===== config.mk =====
export PLATFORM = sky130hd
export DESIGN_NAME = calc_controller_flat
export DESIGN_NICKNAME = d
export VERILOG_FILES = /design/src/rtl/calc_pkg.sv /design/src/rtl/calc_controller_if.sv /design/src/rtl/calc_controller_op_timer.sv /design/src/rtl/calc_controller.sv /design/src/flat_wrapper.sv
export SDC_FILE = /design/constraint.sdc
export NUM_CORES = 1
export LEC_CHECK = 0
export ABC_AREA = 1
export CORE_UTILIZATION = 40
export DETAILED_ROUTE_END_ITERATION = 7
export PLACE_DENSITY_LB_ADDON = 0.12
export RECOVER_POWER = 50
export SYNTH_ARGS = -nofsm -noshare
export SYNTH_HDL_FRONTEND = slang
export SYNTH_SLANG_ARGS = --single-unit

===== constraint.sdc =====
create_clock -name clk -period 3.4 [get_ports clk]
set_clock_uncertainty 0.15 [all_clocks]
set_input_delay 0.34 -clock clk [delete_from_list [all_inputs] [get_ports clk]]
set_output_delay 0.34 -clock clk [all_outputs]
set_load 0.01 [all_outputs]

===== src/rtl/calc_pkg.sv =====
// Shared types and constants for the calculator sequencer.
package calc_pkg;
    localparam int CALC_WIDTH = 14;

    typedef enum logic [2:0] {ENTER_A, ENTER_B, COMPUTE, SHOW, ERROR} calc_state_t;
    typedef enum logic {OP_ADD, OP_SUB} calc_op_t;
endpackage


===== src/rtl/calc_controller_if.sv =====
// Launch/complete link between the sequencer and the arithmetic unit.
// Handshake: master pulses alu_start for one cycle with alu_op stable; the slave later
// pulses alu_done for one cycle with alu_result/alu_overflow valid in that same cycle.
interface calc_controller_if import calc_pkg::*; #(
    parameter int WIDTH = CALC_WIDTH
) ();
    logic             alu_start;
    logic             alu_op;
    logic             alu_done;
    logic [WIDTH-1:0] alu_result;
    logic             alu_overflow;

    modport master (output alu_start, output alu_op,
                    input  alu_done, input alu_result, input alu_overflow);
    modport slave  (input  alu_start, input alu_op,
                    output alu_done, output alu_result, output alu_overflow);
endinterface


===== src/rtl/calc_controller_op_timer.sv =====
// Saturating COMPUTE-cycle counter; expired is high once the count reaches OP_TIMEOUT-1.
module op_timer #(
    parameter  int OP_TIMEOUT = 64,
    localparam int TW         = $clog2(OP_TIMEOUT)
) (
    input  logic clk,
    input  logic reset,
    input  logic i_clear,
    input  logic i_enable,
    output logic o_expired
);
    localparam logic [TW-1:0] LAST = TW'(OP_TIMEOUT - 1);

    logic [TW-1:0] r_count;

    // Holds at LAST instead of wrapping so a missed clear cannot re-arm the timeout.
    always_ff @(posedge clk) begin
        if (reset || i_clear) begin
            r_count <= '0;
        end else if (i_enable && (r_count != LAST)) begin
            r_count <= r_count + 1'b1;
        end
    end

    assign o_expired = (r_count == LAST);
endmodule


===== src/rtl/calc_controller.sv =====
// Calculator sequencer: operand entry A -> B, ALU launch/complete, result range check,
// display source selection and operand-clear strobe.
module calc_controller import calc_pkg::*; #(
    parameter int WIDTH      = CALC_WIDTH,
    parameter int MAX_VALUE  = 9999,
    parameter int OP_TIMEOUT = 64
) (
    input  logic              clk,
    input  logic              reset,
    input  logic              btn_ent,
    input  logic              btn_clr,
    input  logic              arith_sel,
    input  logic [WIDTH-1:0]  number_1,
    input  logic [WIDTH-1:0]  number_2,
    calc_controller_if.master alu,
    output logic              write_en,
    output logic              write_sel,
    output logic              operand_clr,
    output logic [WIDTH-1:0]  display_number,
    output logic              display_blank,
    output logic              error,
    output calc_state_t       dbg_state
);
    localparam logic [WIDTH-1:0] MAX_RESULT = WIDTH'(MAX_VALUE);

    calc_state_t      r_state;
    calc_state_t      w_next;
    calc_op_t         r_alu_op;
    logic [WIDTH-1:0] r_result_q;
    logic             r_alu_start;
    logic             r_operand_clr;
    logic             r_write_en;
    logic             r_write_sel;
    logic             r_display_blank;
    logic             r_error;
    logic             w_timer_expired;
    logic             w_result_bad;
    logic             w_launch;

    op_timer #(.OP_TIMEOUT(OP_TIMEOUT)) u_op_timer (
        .clk       (clk),
        .reset     (reset),
        .i_clear   ((r_state != COMPUTE) || btn_clr),
        .i_enable  (r_state == COMPUTE),
        .o_expired (w_timer_expired)
    );

    assign w_result_bad = alu.alu_overflow || (alu.alu_result > MAX_RESULT);
    assign w_launch     = (r_state == ENTER_B) && btn_ent && !btn_clr;

    always_comb begin
        w_next = r_state;
        if (btn_clr) begin
            w_next = ENTER_A;
        end else begin
            case (r_state)
                ENTER_A: if (btn_ent) w_next = ENTER_B;
                ENTER_B: if (btn_ent) w_next = COMPUTE;
                // A done arriving on the timeout cycle still counts as normal completion.
                COMPUTE: begin
                    if (alu.alu_done)         w_next = w_result_bad ? ERROR : SHOW;
                    else if (w_timer_expired) w_next = ERROR;
                end
                SHOW:    if (btn_ent) w_next = ENTER_A;
                ERROR:   if (btn_ent) w_next = ENTER_A;
                default: w_next = ENTER_A;
            endcase
        end
    end

    // Outputs are decoded from the next state so they line up with the state register.
    always_ff @(posedge clk) begin
        if (reset) begin
            r_state         <= ENTER_A;
            r_result_q      <= '0;
            r_alu_op        <= OP_ADD;
            r_alu_start     <= 1'b0;
            r_operand_clr   <= 1'b0;
            r_write_en      <= 1'b1;
            r_write_sel     <= 1'b0;
            r_display_blank <= 1'b0;
            r_error         <= 1'b0;
        end else begin
            r_state         <= w_next;
            r_write_en      <= (w_next == ENTER_A) || (w_next == ENTER_B);
            r_write_sel     <= (w_next == ENTER_B);
            r_display_blank <= (w_next == ERROR);
            r_error         <= (w_next == ERROR);
            r_alu_start     <= w_launch;
            r_operand_clr   <= btn_clr || ((r_state == ERROR) && btn_ent);
            if (w_launch) begin
                r_alu_op <= calc_op_t'(arith_sel);
            end
            if (btn_clr) begin
                r_result_q <= '0;
            end else if ((r_state == COMPUTE) && alu.alu_done) begin
                r_result_q <= alu.alu_result;
            end
        end
    end

    always_comb begin
        case (r_state)
            ENTER_A:          display_number = number_1;
            ENTER_B, COMPUTE: display_number = number_2;
            default:          display_number = r_result_q;
        endcase
    end

    assign alu.alu_start = r_alu_start;
    assign alu.alu_op    = r_alu_op;
    assign write_en      = r_write_en;
    assign write_sel     = r_write_sel;
    assign operand_clr   = r_operand_clr;
    assign display_blank = r_display_blank;
    assign error         = r_error;
    assign dbg_state     = r_state;
endmodule


===== src/flat_wrapper.sv =====
// flat-port wrapper written by rule: the top's interface ports become plain ports
module calc_controller_flat import calc_pkg::*;
#(
    parameter int WIDTH      = CALC_WIDTH,
    parameter int MAX_VALUE  = 9999,
    parameter int OP_TIMEOUT = 64
)
  (clk, reset, btn_ent, btn_clr, arith_sel, number_1, number_2, write_en, write_sel, operand_clr, display_number, display_blank, error, dbg_state, alu_alu_start, alu_alu_op, alu_alu_done, alu_alu_result, alu_alu_overflow);
  calc_controller_if #(.WIDTH(WIDTH)) alu_i ();
  input  logic clk;
  input  logic reset;
  input  logic btn_ent;
  input  logic btn_clr;
  input  logic arith_sel;
  input  logic [WIDTH-1:0] number_1;
  input  logic [WIDTH-1:0] number_2;
  output logic write_en;
  output logic write_sel;
  output logic operand_clr;
  output logic [WIDTH-1:0] display_number;
  output logic display_blank;
  output logic error;
  output calc_state_t dbg_state;
  output wire logic [$bits(alu_i.alu_start)-1:0] alu_alu_start;
  output wire logic [$bits(alu_i.alu_op)-1:0] alu_alu_op;
  input wire logic [$bits(alu_i.alu_done)-1:0] alu_alu_done;
  input wire logic [$bits(alu_i.alu_result)-1:0] alu_alu_result;
  input wire logic [$bits(alu_i.alu_overflow)-1:0] alu_alu_overflow;
  assign alu_alu_start = alu_i.alu_start;
  assign alu_alu_op = alu_i.alu_op;
  assign alu_i.alu_done = alu_alu_done;
  assign alu_i.alu_result = alu_alu_result;
  assign alu_i.alu_overflow = alu_alu_overflow;
  calc_controller #(.WIDTH(WIDTH), .MAX_VALUE(MAX_VALUE), .OP_TIMEOUT(OP_TIMEOUT)) u_core (.clk(clk), .reset(reset), .btn_ent(btn_ent), .btn_clr(btn_clr), .arith_sel(arith_sel), .number_1(number_1), .number_2(number_2), .alu(alu_i), .write_en(write_en), .write_sel(write_sel), .operand_clr(operand_clr), .display_number(display_number), .display_blank(display_blank), .error(error), .dbg_state(dbg_state));
endmodule

# Yosys cells after proc, flatten, opt, wreduce, memory -nomap -nowiden
# Cells that the tools add are included.
[totals]
register_bits = 29
input_bits = 49
out_inout_bits = 24
wordCells = 45
[classes]
n_addsub = 1
order_cmp = 1
eq_ne = 9
mux = 9
n_reduce_logical = 16
[op_table]
columns = ["cell", "count"]
rows = [
  ["$pmux 14 s2", 1],
  ["$mux 3", 7],
  ["$gt 14x14->1 const B", 1],
  ["$pmux 3 s4", 1],
  ["$add 6x1->6 const B", 1],
  ["$eq 3x1->1 const B", 2],
  ["$eq 3x2->1 const B", 2],
  ["$eq 3x3->1 const B", 2],
  ["$eq 6x6->1 const B", 1],
  ["$logic_not 3->1", 2],
  ["$ne 6x6->1 const B", 1],
  ["$reduce_or 2->1", 3],
  ["$logic_and 1x1->1", 5],
  ["$logic_or 1x1->1", 5],
  ["$ne 3x2->1 const B", 1],
  ["$logic_not 1->1", 1],
]

# Logic depth before layout (Yosys ltp)
[depth]
ltp_word = 8
depth_mapped = 13

# By module
# From an unflattened synthesis, not the netlist that was laid out.
[hier_totals]
cells_unflattened = 241
hier_area_um2 = 1565.3
[modules_own_cells]
columns = ["mod", "instances", "cells_each", "area_each_um2"]
rows = [
  ["calc_controller", 1, 192, 1226.2],
  ["op_timer", 1, 49, 339.1],
]

# Worst setup path after synthesis
# OpenSTA, ideal clock, no wires.
[synth_timing]
path_kind = "register to output"
from = "register u_core.r_state[1], in the netlist u_core.dbg_state[1]"
to = "output display_number[0]"
t_arrival_ps = 1214
t_required_ps = 2910
slack_ps = 1696
stages_incl_launch_ff = 6
path_cell_list = "dfxtp_1 > nor2_4 > inv_1 > buf_1 > nand4_1 > nand3_1"
[synth_via]
elab_chain_len = 3
[synth_lines]
columns = ["item", "line", "text"]
rows = [
  ["start, declared", "calc_controller.sv:26", "calc_state_t r_state;"],
  ["start signal, assigned", "calc_controller.sv:84", "r_state <= w_next;"],
  ["$eq 3x2->1 or $eq 3x1->1 (tied branches)", "calc_controller.sv:103", "case (r_state)"],
  ["$reduce_or 2->1", "calc_controller.sv:103", ""],
  ["$pmux 14 s2 (*)", "calc_controller.sv:103", ""],
  ["end, declared", "flat_wrapper.sv:20", "output logic [WIDTH-1:0] display_number;"],
]
# Mark *: on every way between the ends. The rest lies on a longest branch, timed or not.

# Worst setup path in the final report
[layout_timing]
from = "register u_core.r_state[1], in the netlist u_core.dbg_state[1]"
to = "output display_number[7]"
# The elaborated chain is that of the path after synthesis.

==> impl_metrics.csv <==
group,metric,value,unit
run_status,outcome,"finished clean",
critical_path,worstPathArrival,2.23,ns
critical_path,critical_path.reg2reg.startpoint,"u_core.dbg_state[2]",
timing,timing.final.crit_period,2.72,ns
place,dp_hpwl,3100,um
die,area_of_the_placeable_core,0.00366,mm2
hold_path,hold-path-endpoint,"u_core.u_op_timer.r_count[4]",
routing,detailedRoute.firstIterationViolations,103,
timing,worst-slew-pin-transition,1.06,ns
clock_network,cts.hold.buffers_added,0,
synthesis,yosys.area.top_type,"dfxtp_1",
synthesis,synthesis.instances,226,
routing,postRouteAntennaNets,0,
synthesis,synth.distinct_cells,29,
clock_network,ctsLongestPathBuffers,2,
timing,finalWorstSetupSlack,0.677,ns
critical_path,setup.worst_path.start_class,"flop",
critical_path,setup.reg_to_reg.worst_slack,0.70,ns
clock_network,cts_tree,"built",
clock_network,ctsRootBufferMaster,"clkbuf_8",
timing,finalHoldViolations,0,
grt,grt_use_total,23.2,%
power_and_ir_drop,p_leak,1.03,nW
job,drv.max_cap_violation_count,0,
place,placedCellCount,338,
synthesis,yosys_synthesis_warning_count,0,
synthesis,synthesis.area,0.00154,mm2
power_and_ir_drop,sw_frac_of_total,24.3,%
routing,drt_first_pass_iters,4,
finish,final_layout_size_suffix_gt1_share,7.05,%
grt,largest_net_degree_at_the_start_of_global_routing,33,
power_and_ir_drop,sequentialPowerShare,45.2,%
clock_network,htreeDepth,2,
place,post-place-ws,1.01,ns
routing,dr_total_vias,1745,
synthesis,synth_area_per_cell,6.80,um2
timing,max_slew_headroom,29.1,%
die,floorplan.rows,22,
finish,postLayoutCellArea,0.00235,mm2
timing,fmax,0.367,GHz
hold_path,timing.hold.worst.class,"reg -> reg",
hold_path,worst_hold_startpoint,"u_core.u_op_timer.r_count[4]",
die,initial_core_util,42.0,%
routing,post_drt_via_cell_ratio,5.04,
finish,fillerInstances,347,
synthesis,share_of_the_synthesized_area_in_the_top_cell_type,37.8,%
timing,setup_tns,0,ns
clock_network,number_of_buffers_inserted_during_clock_tree_synthesis,5,
critical_path,worst-endpoint-required,2.91,ns
timing,setup_viol,0,
place,placement.cell_area,0.00229,mm2
finish,final_cells,346,
critical_path,rr_worst_depth,8,
routing,post_route_wl,4350,um
power_and_ir_drop,p_clk_share,35.0,%
grt,number_of_antenna_violations_at_the_first_check_in_global_routing,0,
power_and_ir_drop,internal_power,0.578,mW
place,io_port_bufs,72,
synthesis,mappedNetlistNets,276,
power_and_ir_drop,ir_worst_vdd,231,uV
critical_path,criticalPathCategory,"reg -> out",
hold_path,hold-path-cell-count,1,
clock_network,path_clk_slew,0.06,ns
synthesis,top_count_cell_post_synth,"nand2_1",
die,die_x,64,um
synthesis,synth_enable_flop_cells,0,
power_and_ir_drop,power.net_switching,0.186,mW
die,die-area,0.00410,mm2
place,gpl.final_weighted_congestion,0.770,
die,dieHeight,64,um
synthesis,yosys-top-cells-count,"39 x nand2_1, 37 x nor2_1, 32 x nand3_1",
power_and_ir_drop,combPwrFrac,19.8,%
synthesis,synth_flop_cell,"dfxtp_1",
critical_path,cp_max_fo,15,
clock_network,worst_skew_pair.late_latency,0.27,ns
power_and_ir_drop,power.density,325,mW/mm2
synthesis,synth-async-reset-ratio,0,%
timing,fin_hold_ws,0.310,ns
synthesis,synth_top_cells_by_area,"dfxtp_1 38%, nand3_1 10%, nand2_1 9.5%",
critical_path,worst_setup_path_end_kind,"primary output",
finish,final_nets,347,
timing,grt_setup_unrepaired,"no",
clock_network,clock_sinks,29,
grt,grt_pass1_vias,1673,
finish,areaGrowthSynthToFinish,52.9,%
finish,ant_cells,0,
timing,post-route-period-util,80.1,%
synthesis,yosys_register_bits,29,
clock_network,postCtsSetupRepairBufs,0,
timing,slew_viol_final,0,
die,ioPinCount,73,
routing,wl_per_cell,12.6,um
grt,grt_first_pass_wirelength,7500,um
clock_network,post_cts_repair_resize_count,0,
routing,remaining_drc_errors,0,
grt,grt_remaining_overflow,0,
critical_path,critical_path.reg2reg.endpoint,"u_core.write_sel",
synthesis,register_area_share_after_synthesis,37.8,%
## per-layer routing
metal	track usage (%)	vias to the layer above	wire length [um]
li1	-	892	-
met1	29.8	783	2060
met2	37.8	65	1930
met3	5.89	5	319
met4	7.39	0	46
met5	0	-	0
## cell usage in the layout (no fill, tap or decap), drive strengths merged
cell type,netlist,final
nor2,40,40
clkinv,1,4
nand2,41,41
dfxtp,29,29
nor3,2,2
a31oi,1,1
inv,20,19
clkbuf,5,6
buf,6,3
dlygate4sd3,0,12
nand3,34,34
a21oi,8,8
o21ai,22,22
a21boi,1,1
clkdlybuf4s50,0,60
nor4,1,1
ha,1,1
nand4,14,14
## worst max-delay path: stages (launching register included)
cell             delay (ns)
dfxtp_1                0.49
nand2_1                0.09
buf_4                  0.19
nand2_1                0.40
nand2_1                0.11
nand3_1                0.12
clkdlybuf4s50_1        0.54
## layout make-up
type / count / area (um2) / share of cell area [%]
tap: 48 / 60.1 / 2.55
clock buffer: 6 / 72.6 / 3.09
multi-input combinational: 165 / 805 / 34.2
sequential: 29 / 581 / 24.7
clock inverter: 2 / 10.0 / 0.426
inverter: 21 / 80.1 / 3.41
timing repair buffer: 75 / 743 / 31.6
## kinds of logic (layout without fill, tap and decap cells)
| family | after synthesis | in the layout | synth area share, % |
|---|---|---|---|
| and+or+nand+nor | 132 | 132 | 41.7 |
| DFF | 29 | 29 | 37.8 |
| buffers and inverters | 32 | 104 | 8.54 |
| adders and majority gates | 1 | 1 | 0.814 |
| AOI/OAI and AO/OA | 32 | 32 | 11.1 |
## sequential cells by signal (all words and copies together), names as in the netlist
register                   flops
u_core.alu.alu_start           1
u_core.dbg_state               3
u_core.r_result_q             14
u_core.operand_clr             1
u_core.alu.alu_op              1
u_core.u_op_timer.r_count      6
u_core.write_en                1
u_core.write_sel               1
u_core.display_blank           1
## stage by stage
step	power, mW	utilization, %
after detailed placement	0.506	62.5
after CTS	0.776	64.8
after global placement	0.505	62.5
final	0.763	64.2
after global routing	0.798	64.2
after floorplan	0.404	-
## power groups by stage
stage                     Sequential, mW  Clock, mW  Combinational (mW)
after floorplan                    0.354          0              0.0504
after global placement             0.353          0               0.153
after detailed placement           0.353          0               0.153
after CTS                          0.345      0.277               0.154
after global routing               0.345      0.290               0.163
final                              0.345      0.267               0.151
## worst max path at each step
stage | start | to | slack (ns) | cells after the start
after global routing | u_core.dbg_state[2] | u_core.write_sel | 0.36 | 8
final | u_core.dbg_state[1] | display_number[7] | 0.68 | 6
after floorplan | u_core.dbg_state[1] | display_number[0] | 1.70 | 5
after global placement | u_core.dbg_state[1] | display_number[4] | 1.03 | 6
after CTS | u_core.dbg_state[1] | display_number[7] | 0.69 | 6
after detailed placement | u_core.dbg_state[1] | display_number[12] | 1.01 | 6
No activity file was read; power rests on OpenSTA's default activity.
